## config.mk

```make
export PLATFORM = sky130hd
export DESIGN_NAME = result_collector
export DESIGN_NICKNAME = d
export VERILOG_FILES = /design/src/rtl/result_pkg.sv /design/src/rtl/result_buf_ram.sv /design/src/rtl/result_collector.sv
export SDC_FILE = /design/constraint.sdc
export NUM_CORES = 1
export LEC_CHECK = 0
export BUFFER_PORTS_ARGS = -buffer_cell sky130_fd_sc_hd__buf_2
export CAP_MARGIN = 40
export CORE_MARGIN = 2
export CORE_UTILIZATION = 50
export CTS_BUF_LIST = sky130_fd_sc_hd__clkbuf_16
export CTS_CLUSTER_DIAMETER = 80
export DETAILED_ROUTE_END_ITERATION = 12
export PLACE_DENSITY = 0.7
export REMOVE_ABC_BUFFERS = 1
export SYNTH_ARGS = -nofsm -noshare
export SYNTH_HDL_FRONTEND = slang
export SYNTH_SLANG_ARGS = --single-unit
```

## constraint.sdc

```tcl
create_clock -name clk -period 2.95 [get_ports clk]
set_input_delay 0.1475 -clock clk [delete_from_list [all_inputs] [get_ports clk]]
set_output_delay 0.1475 -clock clk [all_outputs]
set_load 0.02 [all_outputs]
```

## src/rtl/result_pkg.sv

```systemverilog
// Shared defaults and the buffered entry layout for the result collector.
package result_pkg;

    localparam int DEPTH_DEF  = 8;
    localparam int DATA_W_DEF = 32;

    // One buffered result at the default word width.
    typedef struct packed {
        logic [DATA_W_DEF-1:0] data;
        logic                  ovf;
        logic                  ovf_valid;
    } entry_t;

endpackage

```

## src/rtl/result_buf_ram.sv

```systemverilog
// Entry storage: one product write port, one flag-update port and a registered
// read port that forwards same-cycle writes so the head register never lags.
module result_buf_ram
    import result_pkg::*;
#(
    parameter  int DEPTH  = DEPTH_DEF,
    parameter  int DATA_W = DATA_W_DEF,
    localparam int AW     = $clog2(DEPTH)
) (
    input  logic              clk,
    input  logic              reset,
    input  logic              wr_en,
    input  logic [AW-1:0]     wr_addr,
    input  logic [DATA_W-1:0] wr_data,
    input  logic              fl_en,
    input  logic [AW-1:0]     fl_addr,
    input  logic              fl_ovf,
    input  logic [AW-1:0]     rd_addr,
    output logic [DATA_W-1:0] rd_data,
    output logic              rd_ovf,
    output logic              rd_ovf_valid
);

    typedef struct packed {
        logic [DATA_W-1:0] data;
        logic              ovf;
        logic              ovf_valid;
    } slot_t;

    slot_t mem [DEPTH];
    slot_t rd_next;

    // Flag update is applied after the write so a product paired on its own
    // write cycle comes out complete.
    always_comb begin
        rd_next = mem[rd_addr];
        if (wr_en && (wr_addr == rd_addr)) begin
            rd_next.data      = wr_data;
            rd_next.ovf_valid = 1'b0;
        end
        if (fl_en && (fl_addr == rd_addr)) begin
            rd_next.ovf       = fl_ovf;
            rd_next.ovf_valid = 1'b1;
        end
    end

    always_ff @(posedge clk) begin
        if (reset) begin
            for (int i = 0; i < DEPTH; i++) begin
                mem[i] <= '0;
            end
            rd_data      <= '0;
            rd_ovf       <= 1'b0;
            rd_ovf_valid <= 1'b0;
        end else begin
            if (wr_en) begin
                mem[wr_addr].data      <= wr_data;
                mem[wr_addr].ovf_valid <= 1'b0;
            end
            if (fl_en) begin
                mem[fl_addr].ovf       <= fl_ovf;
                mem[fl_addr].ovf_valid <= 1'b1;
            end
            rd_data      <= rd_next.data;
            rd_ovf       <= rd_next.ovf;
            rd_ovf_valid <= rd_next.ovf_valid;
        end
    end

endmodule

```

## src/rtl/result_collector.sv

```systemverilog
// Pairs multiplier products with late-arriving overflow flags and presents them in order.
// Optional pop statistics are built when RESULT_COLLECTOR_STATS_EN is defined.
module result_collector
    import result_pkg::*;
#(
    parameter int DEPTH  = DEPTH_DEF,
    parameter int DATA_W = DATA_W_DEF
) (
    input  logic                     clk,
    input  logic                     reset,
    input  logic [DATA_W-1:0]        c_in,
    input  logic                     we,
    input  logic                     overflow_in,
    input  logic                     we_ov,
    input  logic                     flush,
    input  logic                     rd_ready,
    output logic                     rd_valid,
    output logic [DATA_W-1:0]        rd_data,
    output logic                     rd_ovf,
    output logic                     full,
    output logic [$clog2(DEPTH):0]   level,
    output logic                     drop_err,
    output logic                     orphan_err
`ifdef RESULT_COLLECTOR_STATS_EN
    ,
    output logic [15:0]              stat_results,
    output logic [15:0]              stat_ovf
`endif
);

    localparam int            AW       = $clog2(DEPTH);
    localparam logic [AW:0]   FULL_LVL = (AW+1)'(DEPTH);

    logic [AW-1:0] wr_ptr, ov_ptr, rd_ptr, ram_rd_addr;
    logic [AW:0]   pend;
    logic          push, pop, ov_ok, drop, orphan, head_ovf_valid;

    assign full     = (level == FULL_LVL);
    assign rd_valid = (level != '0) && head_ovf_valid;

    // Pending entries always sit at ov_ptr..wr_ptr-1; with none pending, a flag
    // may still pair with the product being written this cycle.
    assign push   = we && !full && !flush;
    assign pop    = rd_valid && rd_ready && !flush;
    assign ov_ok  = we_ov && !flush && ((pend != '0) || push);
    assign drop   = we && full && !flush;
    assign orphan = we_ov && !flush && !ov_ok;

    assign ram_rd_addr = flush ? '0 : rd_ptr + AW'(pop);

    result_buf_ram #(
        .DEPTH  (DEPTH),
        .DATA_W (DATA_W)
    ) u_ram (
        .clk          (clk),
        .reset        (reset),
        .wr_en        (push),
        .wr_addr      (wr_ptr),
        .wr_data      (c_in),
        .fl_en        (ov_ok),
        .fl_addr      (ov_ptr),
        .fl_ovf       (overflow_in),
        .rd_addr      (ram_rd_addr),
        .rd_data      (rd_data),
        .rd_ovf       (rd_ovf),
        .rd_ovf_valid (head_ovf_valid)
    );

    always_ff @(posedge clk) begin
        if (reset) begin
            wr_ptr     <= '0;
            ov_ptr     <= '0;
            rd_ptr     <= '0;
            level      <= '0;
            pend       <= '0;
            drop_err   <= 1'b0;
            orphan_err <= 1'b0;
        end else if (flush) begin
            wr_ptr <= '0;
            ov_ptr <= '0;
            rd_ptr <= '0;
            level  <= '0;
            pend   <= '0;
        end else begin
            if (push)   wr_ptr     <= wr_ptr + 1'b1;
            if (ov_ok)  ov_ptr     <= ov_ptr + 1'b1;
            if (pop)    rd_ptr     <= rd_ptr + 1'b1;
            if (drop)   drop_err   <= 1'b1;
            if (orphan) orphan_err <= 1'b1;
            level <= level + (AW+1)'(push) - (AW+1)'(pop);
            pend  <= pend + (AW+1)'(push) - (AW+1)'(ov_ok);
        end
    end

`ifdef RESULT_COLLECTOR_STATS_EN
    always_ff @(posedge clk) begin
        if (reset) begin
            stat_results <= '0;
            stat_ovf     <= '0;
        end else if (pop) begin
            if (stat_results != 16'hFFFF)   stat_results <= stat_results + 1'b1;
            if (rd_ovf && stat_ovf != 16'hFFFF) stat_ovf <= stat_ovf + 1'b1;
        end
    end
`endif

endmodule

```

---- Word-level counts from Yosys, hierarchy flattened ----
Memories as Yosys holds them, arrays and structs flattened. A register that Yosys moved wholly into a read port is not among the register bits.
Index checks and enable logic that the tools add are counted.
storage, ports and cells
  memories ................................ 1
  bits of input ports ..................... 39
  register bits after elaboration ......... 19
  latch bits .............................. 0
  memory bits (writable) .................. 272
  memory bits (read-only) ................. 0
memory list
  memory     depth  width  rd ports  clocked after Yosys merged registers in  wr ports  line                  RTL
  u_ram.mem  8      34     1         1                                        8         result_buf_ram.sv:30  slot_t mem [DEPTH];
cells by class
  equal/unequal tests ..................... 1
  divide/modulo/power cells ............... 0
  bitwise gates (word level) .............. 1
  shifts and indexed selects .............. 0
  multipliers ............................. 0
  reduce and logical (&&, ||, !) cells .... 21
  muxes and demuxes ....................... 15
  $add $sub $neg .......................... 8
  order comparisons ....................... 0
operators with widths
  cell                 count
  $mux 34              2
  $reduce_or 34->1     2
  $logic_and 1x1->1    10
  $add 3x1->3 const B  3
  $mux 3               3
  $add 4x1->4          2
  $mux 1               8
  $reduce_bool 4->1    2
  $sub 4x1->4          2
  $eq 4x4->1 const B   1
  $mux 2               2
  $reduce_and 2->1     2
  $add 3x1->3          1
  $logic_not 1->1      3
  $reduce_or 2->1      1
  $logic_or 1x1->1     1
  $not 1->1            1

---- Logic depth before layout (Yosys ltp) ----
  depth in word-level cells ............... 11
  depth in mapped cells ................... 15
  gate-level depth less buffers ........... 13

---- Modules after synthesis ----
Synthesis repeated with hierarchy kept, for this count alone.
second synthesis, totals
  cells, all modules ...................... 998
  area, all modules ....................... 14591.5 um2
by module, submodules not included
  module            seq. area each (um2)  area an instance (um2)  times used  cells each
  result_buf_ram    8768.4                13452.9                 1           871
  result_collector  380.4                 1138.6                  1           127

---- Worst setup path after synthesis ----
No wires, ideal clock.
  path type ............................... register to register
  from .................................... register level[3]
  to ...................................... register pend[2]
  library setup time ...................... 0.128 ns
  arrival time ............................ 2.975 ns
  required time ........................... 2.822 ns
  clock period less this slack ............ 3.102 ns
  cell stages (with the launch flop) ...... 14
  setup slack ............................. -0.152 ns
  path buffers ............................ 1
  cell sequence ........................... dfxtp_1 -> ha_1 -> nor3b_1 -> nand3b_1 -> buf_4 -> a31o_4 -> inv_2 -> ha_1 -> inv_1 -> ha_1 -> inv_1 -> fa_1 -> xor2_1 -> nor2_1
between the ends
  cells in the longest elaborated chain, start to end .. 7
RTL lines
  element                          line                    RTL
  from (decl)                      result_collector.sv:21  output logic [$clog2(DEPTH):0] level,
  from (signal assigned)           result_collector.sv:90  level <= level + (AW+1)'(push) - (AW+1)'(pop);
  $eq 4x4->1                       result_collector.sv:38  assign full = (level == FULL_LVL);
  named net full                   result_collector.sv:20  output logic full,
  $logic_not 1->1                  result_collector.sv:43  assign push = we && !full && !flush;
  $logic_and 1x1->1 (2 in series)  result_collector.sv:43
  $logic_or 1x1->1                 result_collector.sv:45  assign ov_ok = we_ov && !flush && ((pend != '0) || push);
  $logic_and 1x1->1                result_collector.sv:45
  named net ov_ok                  result_collector.sv:36  logic push, pop, ov_ok, drop, orphan, head_ovf_valid;
  $sub 4x1->4                      result_collector.sv:91  pend <= pend + (AW+1)'(push) - (AW+1)'(ov_ok);
  to (signal assigned)             result_collector.sv:91
  to (decl)                        result_collector.sv:35  logic [AW:0] pend;
The timed path passes the listed nets, and every way through them passes these cells.
A chain may end at the register's enable or synchronous reset.

---- Worst setup path after layout ----
  from .................................... register level[2]
  to ...................................... register u_ram.rd_data[9], read port of u_ram.mem
between the ends
  cells in the longest elaborated chain, start to end .. 6
RTL lines
  element                          line                    RTL
  $reduce_bool 4->1                result_collector.sv:39  assign rd_valid = (level != '0) && head_ovf_valid;
  $logic_and 1x1->1                result_collector.sv:39
  $logic_and 1x1->1 (2 in series)  result_collector.sv:44  assign pop = rd_valid && rd_ready && !flush;
  $add 3x1->3                      result_collector.sv:49  assign ram_rd_addr = flush ? '0 : rd_ptr + AW'(pop);
  $mux 3                           result_collector.sv:49
  to (decl)                        result_buf_ram.sv:19    output logic [DATA_W-1:0] rd_data,
No other way between the ends.

==> results.ini <==
[clock_network]
htree_levels = 2
cts_max_path_buffers = 3
clkSinkCount = 325
clock_latency_ps = 520
path_clk_slew_ps = 60
cts-buffers-inserted = 35
cts.root.buffer_cell = clkbuf_16
cts_tree = built

[logic_synthesis]
synth_edf_count = 264
yosysMostFrequentCell = edfxtp_1
yosys_warnings = 0
ys_seq_area_share_pct = 61.1
ys_ff_latch = 325
synthTopCellsByCount = 264 x edfxtp_1, 260 x and2_1, 74 x nor2_1, 72 x nand2_1, 69 x mux2i_1
ys_async_sr_fraction_pct = 0
synth_flop_cell = edfxtp_1
yosysTopAreaCell = edfxtp_1
netlist_instances = 1226
synthTopCellsByArea = edfxtp_1 53%, and2_1 11%, dfxtp_1 8.2%
synth_top_area_share_pct = 53.0
synth_area_um2 = 15000
avgSynthCellArea_um2 = 12.2
synth_cell_types = 65

[finish]
regArea_um2 = 9150
finish.instance_area_um2 = 17500
multi_input_comb_area_um2 = 5320
fin_nets = 1403
final_util_pct = 59.3
area_growth_syn_to_layout_pct = 17.2
fill_cells = 2349
layout-drive-gt1-share_pct = 17.8

[die]
die_width_um = 177
num_rows = 63
die_h_um = 177
io_pins = 80
dieArea_um2 = 31300
start_util_pct = 50.6
design.core.area_um2 = 29600

[grt]
grt_max_degree = 40
grt_pass1_wl_mm = 58.2
grtUsageTotal_pct = 24.4
antenna_found_initial = 2
grt-ovfl-total = 0
grt_pass1_vias = 10200

[detailed_routing]
via_per_inst = 5.70
post_drt_wl_per_cell_um = 21.4
firstDrtPassIters = 5
ant_nets = 0
first_iter_violations = 746
vias = 10100
totalWireLength_mm = 37.7
drcViolationCount = 0

[worst_setup_path]
crit_fanout = 38
path_class = reg2reg
start_kind = flip-flop
cp.required_ps = 3370
cp.arrival_ps = 3180
end_kind = flip-flop

[sta]
hold_violations = 0
finalClockSkew_ps = 15.1
maxSlewViolCount = 0
finalSetupViolCount = 0
fin_crit_sh_pct = 93.4
hold_slack_ps = 12.2
layout_setup_ws_ps = 194
worst_pin_slew_ps = 549
fmax_ghz = 0.363
relSlewSlack_pct = 63.4
period_minus_slack_ps = 2760

[placed_design]
post-place-ws_ps = 7.01
hpwlAfterDp_mm = 21.9
placed_area_um2 = 16100
routabilityCongestion = 0.761
io_buffers = 79

[pwr]
p_total_mw = 9.76
powerDensity_nw_per_um2 = 556
ir_drop_uv = 411
p_leak_nw = 7.12

[worst_hold_path]
min_path_type = in2reg

[job]
cap_violations = 0

[status]
status = complete, no violations

-- cells by family (layout without fill, tap and decap cells) --
kind of cell,count (synthesis),in the layout,synth area share [%]
muxes,71,71,4.77
and+or+nand+nor,465,465,17.3
AOI/OAI and AO/OA,198,198,10.4
xor gates and xnor gates,15,15,0.878
DFF,325,325,61.1
buffers and inverters,136,283,4.04
adders and majority gates,16,16,1.44
other,0,1,0
-- registers in the layout, indices dropped and copies added (netlist names) --
name and count:
drop_err 1, level 4, orphan_err 1, ov_ptr 3, pend 4, rd_ptr 3, u_ram.mem 272, u_ram.rd_data 32
u_ram.rd_ovf 1, u_ram.rd_ovf_valid 1, wr_ptr 3
-- layout make-up --
cell class                 count  share of cell area (%)
antenna                        1                  0.0143
clock buffer                  37                    5.28
timing repair buffer         173                    7.85
multi-input combinational    765                    30.4
clock inverter                25                   0.542
tap                          390                    2.78
sequential                   325                    52.2
inverter                      48                    1.03
-- final timing paths --
path | startpoint | endpoint | slack (ps) | cells past startpoint
min | c_in[25] | u_ram.rd_data[25] | 10 | 3
max | level[2] | u_ram.rd_data[9] | 190 | 11
max reg2reg | level[2] | u_ram.rd_data[9] | 190 | 11
min reg2reg | drop_err | drop_err | 480 | 2
-- power by group --
part	internal, mW	switching, mW
clock	2.24	1.68
sequential	5.13	0.0599
combinational	0.250	0.394
total	7.62	2.14
-- metrics by stage --
step / std cells / setup TNS [ps]
floorplan: 1138 / -225310
global placement: 1671 / 0
detailed placement: 1671 / 0
CTS: 1763 / 0
global route: 1764 / -1.44
finish: 1764 / 0
-- routing by layer --
metal | track usage (%) | wire (um) | up-vias
li1 | - | - | 4657
met1 | 32.0 | 15900 | 4985
met2 | 41.1 | 18500 | 331
met3 | 4.04 | 2320 | 81
met4 | 8.40 | 1020 | 2
met5 | 0 | 13 | -
-- critical path, stage by stage (launching register included) --
cell	delay, ps
dfxtp_1	310
inv_1	100
ha_1	180
nor3b_4	200
nor2_1	80
and2_1	160
ha_1	310
clkbuf_8	320
nand3_1	200
buf_4	260
o22a_1	260
a311oi_2	290
-- cell usage in the layout, fill, tap and decap left out, types with 12 or more instances in the layout --
cell and n:
mux2i_1 69, buf_4 50, o22ai_1 31, buf_12 16, clkbuf_16 37, o22a_1 34, and2_1 260, a31oi_1 33
nor2_1 67, inv_1 64, a311oi_1 20, ha_1 14, nand2_1 72, a31o_1 23, buf_2 79, dlygate4sd3_1 26
a311oi_2 12, dfxtp_1 61, edfxtp_1 264
-- timing repair --
item,in CTS,in global routing
pin swaps,1,0
setup endpoints to repair,2,33
buffers inserted,4,0
hold buffers,26,0
resized for setup,0,16
hold endpoints to repair,26,0
No activity file was read; power rests on OpenSTA's default activity.
